$ cat src/rtl/data_mem_responder.sv
// Data-memory responder: serves single-word loads and stores from a small register array
// after a fixed access latency, stalling the core meanwhile and pulsing ready on completion.
module data_mem_responder #(
    parameter int DATA_W  = 8,
    parameter int ADDR_W  = 4,
    parameter int LATENCY = 2
) (
    input  logic              clk,
    input  logic              rst_n,
    input  logic              mem_read,
    input  logic              mem_write,
    input  logic [ADDR_W-1:0] addr,
    input  logic [DATA_W-1:0] wdata,
    output logic [DATA_W-1:0] rdata,
    output logic              ready,
    output logic              stall,
    output logic              err
);

    typedef enum logic [1:0] {IDLE, BUSY, DONE} state_t;

    localparam int         DEPTH    = 2 ** ADDR_W;
    localparam logic [3:0] CNT_INIT = 4'(LATENCY - 1);

    state_t            state;
    logic [3:0]        count;
    logic [ADDR_W-1:0] addr_q;
    logic [DATA_W-1:0] wdata_q;
    logic              rd_q;
    logic              wr_q;
    logic [DATA_W-1:0] mem [DEPTH];

    logic              req;
    logic              finish;
    logic [ADDR_W-1:0] acc_addr;
    logic [DATA_W-1:0] acc_wdata;
    logic              acc_rd;
    logic              acc_wr;

    assign req   = mem_read | mem_write;
    assign stall = ((state == IDLE) && req) || (state == BUSY);

    // With LATENCY==1 the access completes on the acceptance edge itself, so the
    // live request is used; otherwise the values latched at acceptance are used.
    always_comb begin
        // NOTE: every signal gets a default first so no path leaves it unassigned (no latch).
        acc_addr  = addr_q;
        acc_wdata = wdata_q;
        acc_rd    = rd_q;
        acc_wr    = wr_q;
        finish    = 1'b0;
        if (state == IDLE) begin
            acc_addr  = addr;
            acc_wdata = wdata;
            acc_rd    = mem_read;
            acc_wr    = mem_write;
            finish    = req && (LATENCY == 1);
        end else if (state == BUSY) begin
            finish = (count == 4'd1);
        end
    end

    always_ff @(posedge clk or negedge rst_n) begin
        if (!rst_n) begin
            state   <= IDLE;
            count   <= '0;
            addr_q  <= '0;
            wdata_q <= '0;
            rd_q    <= 1'b0;
            wr_q    <= 1'b0;
            rdata   <= '0;
            ready   <= 1'b0;
            err     <= 1'b0;
            // NOTE: the array is flops, not a RAM macro, because it must read back zero after reset.
            for (int i = 0; i < DEPTH; i++) begin
                mem[i] <= '0;
            end
        end else begin
            // NOTE: non-blocking assignments so every register samples pre-edge values.
            ready <= 1'b0;
            err   <= 1'b0;
            if (finish) begin
                ready <= 1'b1;
                if (acc_rd && acc_wr) begin
                    err <= 1'b1;
                end else if (acc_wr) begin
                    mem[acc_addr] <= acc_wdata;
                end else begin
                    rdata <= mem[acc_addr];
                end
            end

            case (state)
                IDLE: begin
                    if (req) begin
                        addr_q  <= addr;
                        wdata_q <= wdata;
                        rd_q    <= mem_read;
                        wr_q    <= mem_write;
                        count   <= CNT_INIT;
                        state   <= (LATENCY == 1) ? DONE : BUSY;
                    end
                end
                BUSY: begin
                    count <= count - 4'd1;
                    if (count == 4'd1) begin
                        state <= DONE;
                    end
                end
                DONE:    state <= IDLE;
                default: state <= IDLE;
            endcase
        end
    end

endmodule

$ cat config.mk
export PLATFORM = sky130hd
export DESIGN_NAME = data_mem_responder
export DESIGN_NICKNAME = d
export VERILOG_FILES = /design/src/rtl/data_mem_responder.sv
export SDC_FILE = /design/constraint.sdc
export NUM_CORES = 1
export LEC_CHECK = 0
export ABC_CLOCK_PERIOD_IN_PS = 2500
export CAP_MARGIN = 5
export CORE_ASPECT_RATIO = 1.25
export CORE_UTILIZATION = 30
export DETAILED_ROUTE_END_ITERATION = 7
export PLACE_DENSITY_LB_ADDON = 0.15
export SYNTH_ARGS = -nofsm -noshare
export SYNTH_HDL_FRONTEND = slang
export SYNTH_SLANG_ARGS = --single-unit
$ cat constraint.sdc
create_clock -name clk -period 2.5 [get_ports clk]
set_input_delay 0.25 -clock clk [delete_from_list [all_inputs] [get_ports clk]]
set_output_delay 0.25 -clock clk [all_outputs]
set_load 0.02 [all_outputs]
==> results of run 1 <==
[cell type report]
type	instances	area, sq um	area share [%]
timing repair buffer	77	779	9.14
clock inverter	12	136	1.60
multi-input combinational	465	2820	33.1
clock buffer	20	457	5.35
sequential	158	3950	46.3
tap	288	360	4.22
inverter	6	22.5	0.264
[synthesized netlist by cell type, types with 2 or more instances]
cell,count
o21ai_0,29
mux2_2,13
o21ai_2,45
mux2i_1,5
mux2i_2,2
buf_4,2
nor3b_1,4
clkbuf_2,5
nor2b_1,2
mux2i_4,3
nand4_1,3
o21ai_1,68
nor3_1,3
o21a_1,2
clkbuf_1,11
buf_6,15
or2_1,16
nand2_1,144
xnor2_1,2
ha_1,2
a22oi_1,64
buf_2,28
inv_1,6
nand2b_1,3
or4b_1,2
a31oi_1,4
nor4_1,8
dfrtp_1,158
a21oi_1,32
[metrics by stage]
step / cells / hold WS [ns] / total power (uW)
6_report: 1026 / 0.356 / 10400
5_1_grt: 1026 / 0.389 / 11100
4_1_cts: 1024 / 0.361 / 10500
3_5_place_dp: 991 / 0.255 / 7850
3_3_place_gp: 991 / 0.252 / 7720
2_1_floorplan: 690 / -0.0456 / 6340
[registers in the layout, summed over array words and instances (netlist names)]
name / count
addr_q: 4
state: 2
wdata_q: 8
count: 4
wr_q: 1
ready: 1
mem: 128
err: 1
rd_q: 1
rdata: 8
[logic make-up (layout without fill, tap and decap cells)]
| logic type | count (synthesis) | after routing | share of synthesized area [%] |
|---|---|---|---|
| DFF | 158 | 158 | 55.4 |
| adders and majority gates | 2 | 2 | 0.350 |
| buffers and inverters | 67 | 115 | 5.78 |
| muxes | 23 | 23 | 4.08 |
| and+or+nand+nor | 190 | 190 | 11.9 |
| xor gates and xnor gates | 2 | 2 | 0.245 |
| AOI/OAI and AO/OA | 248 | 248 | 22.3 |
[metal layers]
metal / GRT usage (%) / routed length (um) / vias up
met5: 0 / 0 / -
met4: 6.23 / 335 / 0
met3: 2.51 / 648 / 17
met2: 27.3 / 9150 / 102
met1: 20.6 / 8140 / 2451
li1: - / - / 2512
[power breakdown]
group	internal [uW]	total [uW]	switching [uW]
Combinational	1430	3800	2380
Sequential	3420	3960	544
Clock	1530	2600	1070
Total	6380	10400	3990
[worst paths after layout]
| path | cells after the start | start | endpoint |
|---|---|---|---|
| setup reg to reg | 8 | state[1]$_DFFE_PN0P_ | rdata[1]$_DFFE_PN0P_ |
| setup / recovery | 8 | state[1]$_DFFE_PN0P_ | rdata[1]$_DFFE_PN0P_ |
| min in group clk | 2 | wdata[7] | wdata_q[7]$_DFFE_PN0P_ |
| hold reg to reg | 2 | mem[28]$_DFFE_PN0P_ | mem[28]$_DFFE_PN0P_ |
| hold / removal | 2 | rst_n | mem[59]$_DFFE_PN0P_ |
| max in group asynchronous | 3 | rst_n | mem[91]$_DFFE_PN0P_ |
[critical path: cells and delay by family, from the launching register on]
family	cells	cell delay [ns]
buf+inv	2	0.47
compound gates	4	0.64
simple gates	2	0.65
flops	1	0.45
[cells in the final DEF, fill, tap and decap left out, types with 2 or more instances in the layout]
cell type / instances
a21oi_1: 32
a22oi_1: 64
a31oi_1: 3
buf_12: 10
buf_4: 38
buf_6: 3
bufinv_16: 2
clkbuf_16: 17
clkbuf_8: 2
clkdlybuf4s50_1: 25
clkinv_2: 2
clkinv_4: 4
clkinvlp_4: 3
dfrtp_1: 158
ha_1: 2
inv_1: 6
mux2_2: 13
mux2i_1: 2
mux2i_2: 4
mux2i_4: 4
nand2_1: 144
nand2b_1: 3
nand4_1: 3
nor2b_1: 2
nor3_1: 3
nor3b_1: 4
nor4_1: 7
o21a_1: 2
o21ai_0: 29
o21ai_1: 68
o21ai_2: 45
or2_1: 14
or2_4: 2
or4b_1: 2
xnor2_1: 2
[what timing repair did]
item	CTS	global route
hold endpoints to repair	50	0
gates resized for setup	0	8
buffers inserted	0	2
hold buffers	1	0
setup endpoints to repair	0	32
==> reports/metrics.cfg, run 1 <==
[power_and_ir_drop]
cellLeakagePower_uw=0.00354
ratio_of_total_power_to_cell_area_nw_per_um2=1220
vdd.ir_drop.worst_v=0.000561

[global_route]
grt_max_degree=59
grt_antenna_before_repair=0
number_of_global_route_vias_before_repair=5156
grt_first_pass_wirelength_mm=29.7
grt_use_total_pct=16.1
grt_overflow_total=0

[critical_path]
critical_path_class=flop to flop
critical_path.cell_chain=or4b_1, o21ai_2, buf_4, buf_12, a22oi_1, a21oi_1, nor4_2, o21ai_0
critPathLaunchType=flop
required_ns=2.85
critical_path.endpoint_type=flop
cp_max_fo=16
critPathSlowestCell=or4b_1
max_stage_delay_ns=0.57
rrSetupSlack_ns=0.19
worst-endpoint-arrival_ns=2.66

[cts]
cts_inserted_buffers=17
clockRootBuffer=clkbuf_16
worst_skew_pair.late_latency_ns=0.43
cts.sinks=158
max-clock-path-buffers=2
htree_num_levels=4
tritoncts_clock_tree=done
clk_pin_slew_ns=0.07

[timing]
period_minus_slack_ns=2.31
setup_violations=0
tightestPinTransition_ns=0.515
setup_slack_ns=0.194
fin_crit_sh_pct=92.3
worst_slew_margin_rel_pct=65.7
rsz0062_at_grt=false
fmax_mhz=434
final-hold-violation-count=0
finClkSkew_ns=0.00925
final-max-slew-violation-count=0
setup_total_negative_slack_ns=0

[drt]
drt_first_iter_violations=304
postRouteWirelength_mm=18.3
routedWlPerCell_um=17.8
route.vias.total=5082
route.detailed.drc=0
post_drt_via_cell_ratio=4.95
ant_nets=0
detailedRoute.firstPassIterationCount=5

[place]
place_area_sq_um=7890
place_hpwl_mm=12.4
place_ws_ns=-0.115
gp_routability_congestion=0.756
port_buffers=26

[layout]
layout-area-overhead-vs-synth_pct=19.4
utilization_pct=36.8
final_cell_area_sq_um=8530
fin_nets=743
filler_cell_count=2289
drive_above_1_share_pct=21.1
antennaDiodeCount=0

[logic_synthesis]
avgSynthCellArea_sq_um=10.4
fraction_of_synthesis_flops_using_an_asynchronous_set_or_reset_pin_pct=100
synth.top_cells.by_area=dfrtp_1, nand2_1, a22oi_1, o21ai_2, o21ai_1
synth.lib_cells_used.distinct=38
syn_area_sq_um=7140
dominantRegCellSynth=dfrtp_1
synth_enable_flop_cells=0
ys_warn_count=0
synth_top_cell_by_area=dfrtp_1
netlist_instances=690
synth_top_area_share_pct=55.4
synth_seq_cells=158
post_synthesis_sequential_area_ratio_pct=55.4
syn-num-nets=708

[die]
fp.dieH_um=175
rows=62
design.die.area_sq_um=24400
die_x_um=140
coreArea_sq_um=23200
pin_count=27
initial_core_util_pct=30.8

[min_path]
timing.hold.worst.class=input pin to asynchronous set/reset pin

[outcome]
outcome=completed

[flow_run]
cap_viol_max_count=0

(Power assumes the default switching activity.)
==> inputs of run 2 (changes only) <==
--- a/config.mk
+++ b/config.mk
@@ -8,9 +8,12 @@
 export ABC_CLOCK_PERIOD_IN_PS = 2500
 export CAP_MARGIN = 5
 export CORE_ASPECT_RATIO = 1.25
+export CORE_MARGIN = 4
 export CORE_UTILIZATION = 30
 export DETAILED_ROUTE_END_ITERATION = 7
+export HOLD_SLACK_MARGIN = 0.15
 export PLACE_DENSITY_LB_ADDON = 0.15
+export SLEW_MARGIN = 40
 export SYNTH_ARGS = -nofsm -noshare
 export SYNTH_HDL_FRONTEND = slang
 export SYNTH_SLANG_ARGS = --single-unit
==> run 2 against run 1 <==
Net effect: combinational power rose by 3%; clock skew fell by 0.00076 ns; first-iteration DRC count fell by 2.3%; register-to-register slack barely moved; core utilization rose by 0.18 points; global-route usage fell by 1.6 points; clock power rose by 3%; cell area rose by 0.48%; non-clock buffer count fell by 3; worst hold slack improved by 0.012 ns; sequential power barely moved; via count rose by 0.79%; largest cell class unchanged.
==> reports/metrics.cfg, run 2 (same netlist as run 1, synthesis figures left out) <==
[layout]
utilization_pct=37.0  ; +0.18 points
layout-area-overhead-vs-synth_pct=20.0
reg.largest.list=mem x128, rdata x8, wdata_q x8
layout.cells.most_common=dfrtp_1
antennaDiodeCount=0  ; unchanged
instances_no_fill=1023  ; -0.29%
filler_cell_count=2288  ; -0.044%
largest-register=mem
drive_above_1_share_pct=21.0  ; -0.19 points
fin_nets=740  ; -0.40%
mostFrequentLayoutCells=dfrtp_1, nand2_1, o21ai_1, a22oi_1, o21ai_2
largest_reg_flops=128  ; unchanged

[die]
die_x_um=146  ; +4.3%
initial_core_util_pct=30.8  ; unchanged
fp.dieH_um=181  ; +3.4%
design.die.area_sq_um=26400  ; +7.9%
coreArea_sq_um=23200  ; unchanged
rows=62  ; unchanged
pin_count=27  ; unchanged

[critical_path]
critical_path_class=flop to flop
r2r.worst_path.cells=9  ; +1
worst-endpoint-arrival_ns=2.59  ; -0.07 ns
max_stage_delay_ns=0.44  ; -0.13 ns
path_common_cell=buf_4
critPathSlowestCell=dfrtp_1
critical_path_cell_count=9  ; +1
critical-path-top-delay-family=simple AND/OR/NAND/NOR gates
required_ns=2.79  ; -0.06 ns
worstPathBufferInverterCount=3  ; +1
crit_path_start=state[1]$_DFFE_PN0P_
rr_startpoint=state[1]$_DFFE_PN0P_
critical_path.endpoint_type=flop
rrSetupSlack_ns=0.20  ; about the same
critPathLaunchType=flop
critical_path.cell_chain=nor2_4, buf_6, nor2_1, a31oi_1, buf_4, buf_4, a21oi_1, nor4_1, o21ai_0
critical_path.endpoint=rdata[0]$_DFFE_PN0P_
cp_max_fo=20  ; +4
worst_r2r_endpoint=rdata[0]$_DFFE_PN0P_

[timing]
final-max-slew-violation-count=0  ; unchanged
finClkSkew_ns=0.00849  ; -0.000757 ns
final-hold-violation-count=0  ; unchanged
holdWs_ns=0.368  ; +0.0118 ns
period_minus_slack_ns=2.30  ; -0.00418 ns
fin_crit_sh_pct=92.1  ; -0.17 points
fmax_mhz=434  ; +0.18%
worst_slew_margin_rel_pct=61.0  ; -4.7 points
setup_violations=0  ; unchanged
tightestPinTransition_ns=0.585  ; +0.0701 ns

[global_route]
grt_max_degree=57  ; -3.4%
grt_first_pass_wirelength_mm=29.9  ; +0.79%
grt_use_total_pct=14.6  ; -1.6 points
grt_overflow_total=0  ; unchanged
number_of_global_route_vias_before_repair=5210  ; +1.0%
grt_antenna_before_repair=0  ; unchanged

[cts]
tritoncts_clock_tree=done
htree_num_levels=4  ; unchanged
cts.sinks=158  ; unchanged
clk_pin_slew_ns=0.06  ; about the same
clockRootBuffer=clkbuf_16
worst_skew_pair.late_latency_ns=0.42  ; about the same
cts_inserted_buffers=17  ; unchanged
post-cts-setup-buffer-count=0  ; unchanged
max-clock-path-buffers=2  ; unchanged

[place]
port_buffers=26  ; unchanged
place_hpwl_mm=13.0  ; +4.5%
placedCellCount=990  ; -0.10%
gp_routability_congestion=0.803  ; +6.2%

[drt]
route.detailed.drc=0  ; unchanged
route.vias.total=5122  ; +0.79%
routedWlPerCell_um=18.0  ; +0.84%
post_drt_via_cell_ratio=5.01  ; +1.1%
ant_nets=0  ; unchanged
drt_first_iter_violations=297  ; -2.3%
postRouteWirelength_mm=18.4  ; +0.54%
detailedRoute.firstPassIterationCount=5  ; unchanged

[power_and_ir_drop]
ratio_of_total_power_to_cell_area_nw_per_um2=1230  ; +1.3%
vdd.ir_drop.worst_v=0.000637  ; +13%
cellLeakagePower_uw=0.00355  ; +0.51%

[min_path]
timing.hold.worst.class=input pin to asynchronous set/reset pin

[outcome]
outcome=completed

[flow_run]
cap_viol_max_count=0  ; unchanged

## run 2: routing by layer
layer / GRT usage (%) / share of wire, % / vias up
met5: 0 / 0 / -
met4: 4.10 / 1.0 / 0
met3: 2.79 / 2.5 / 12
met2: 24.2 / 49 / 82
met1: 19.5 / 47 / 2522
li1: - / - / 2506
## run 2: metrics by stage
stage	power, uW	setup WS (ns)	instance area (sq um)	TNS (ns)
2_1_floorplan	6340	0.477	7140	0
3_3_place_gp	7840	0.0368	7930	0
3_5_place_dp	7970	0.000220	7930	0
4_1_cts	10700	0.0210	8550	0
5_1_grt	11300	-0.000448	8570	-0.000448
6_report	10600	0.198	8570	0
## run 2: how the worst min path moves through the flow
| stage | endpoint | startpoint | slack, ns | cells past startpoint |
|---|---|---|---|---|
| 2_1_floorplan | addr_q[0]$_DFFE_PN0P_ | rst_n | -0.05 | 0 |
| 3_3_place_gp | mem[101]$_DFFE_PN0P_ | rst_n | 0.26 | 1 |
| 3_5_place_dp | mem[101]$_DFFE_PN0P_ | rst_n | 0.27 | 1 |
| 4_1_cts | mem[101]$_DFFE_PN0P_ | rst_n | 0.39 | 2 |
| 5_1_grt | mem[101]$_DFFE_PN0P_ | rst_n | 0.41 | 2 |
| 6_report | mem[101]$_DFFE_PN0P_ | rst_n | 0.37 | 2 |
## run 2: cell type report
| class | count | area (sq um) | share of cell area (%) |
|---|---|---|---|
| sequential | 158 | 3950 | 46.1 |
| multi-input combinational | 465 | 2820 | 32.9 |
| timing repair buffer | 74 | 803 | 9.37 |
| clock buffer | 23 | 478 | 5.58 |
| tap | 288 | 360 | 4.20 |
| clock inverter | 9 | 133 | 1.55 |
| inverter | 6 | 22.5 | 0.263 |
## run 2: power breakdown
group          switching, uW  leakage [uW]  internal (uW)
Sequential               569       0.00215           3420
Combinational           2410       0.00111           1490
Clock                   1020      0.000294           1650
Total                   3990       0.00355           6560
## run 2: what timing repair did
| action | 4_1_cts | 5_1_grt |
|---|---|---|
| endpoints found under the setup margin | 1 | 35 |
| hold buffers | 1 | 0 |
| endpoints found under the hold margin | 52 | 0 |
| resized for setup | 1 | 7 |
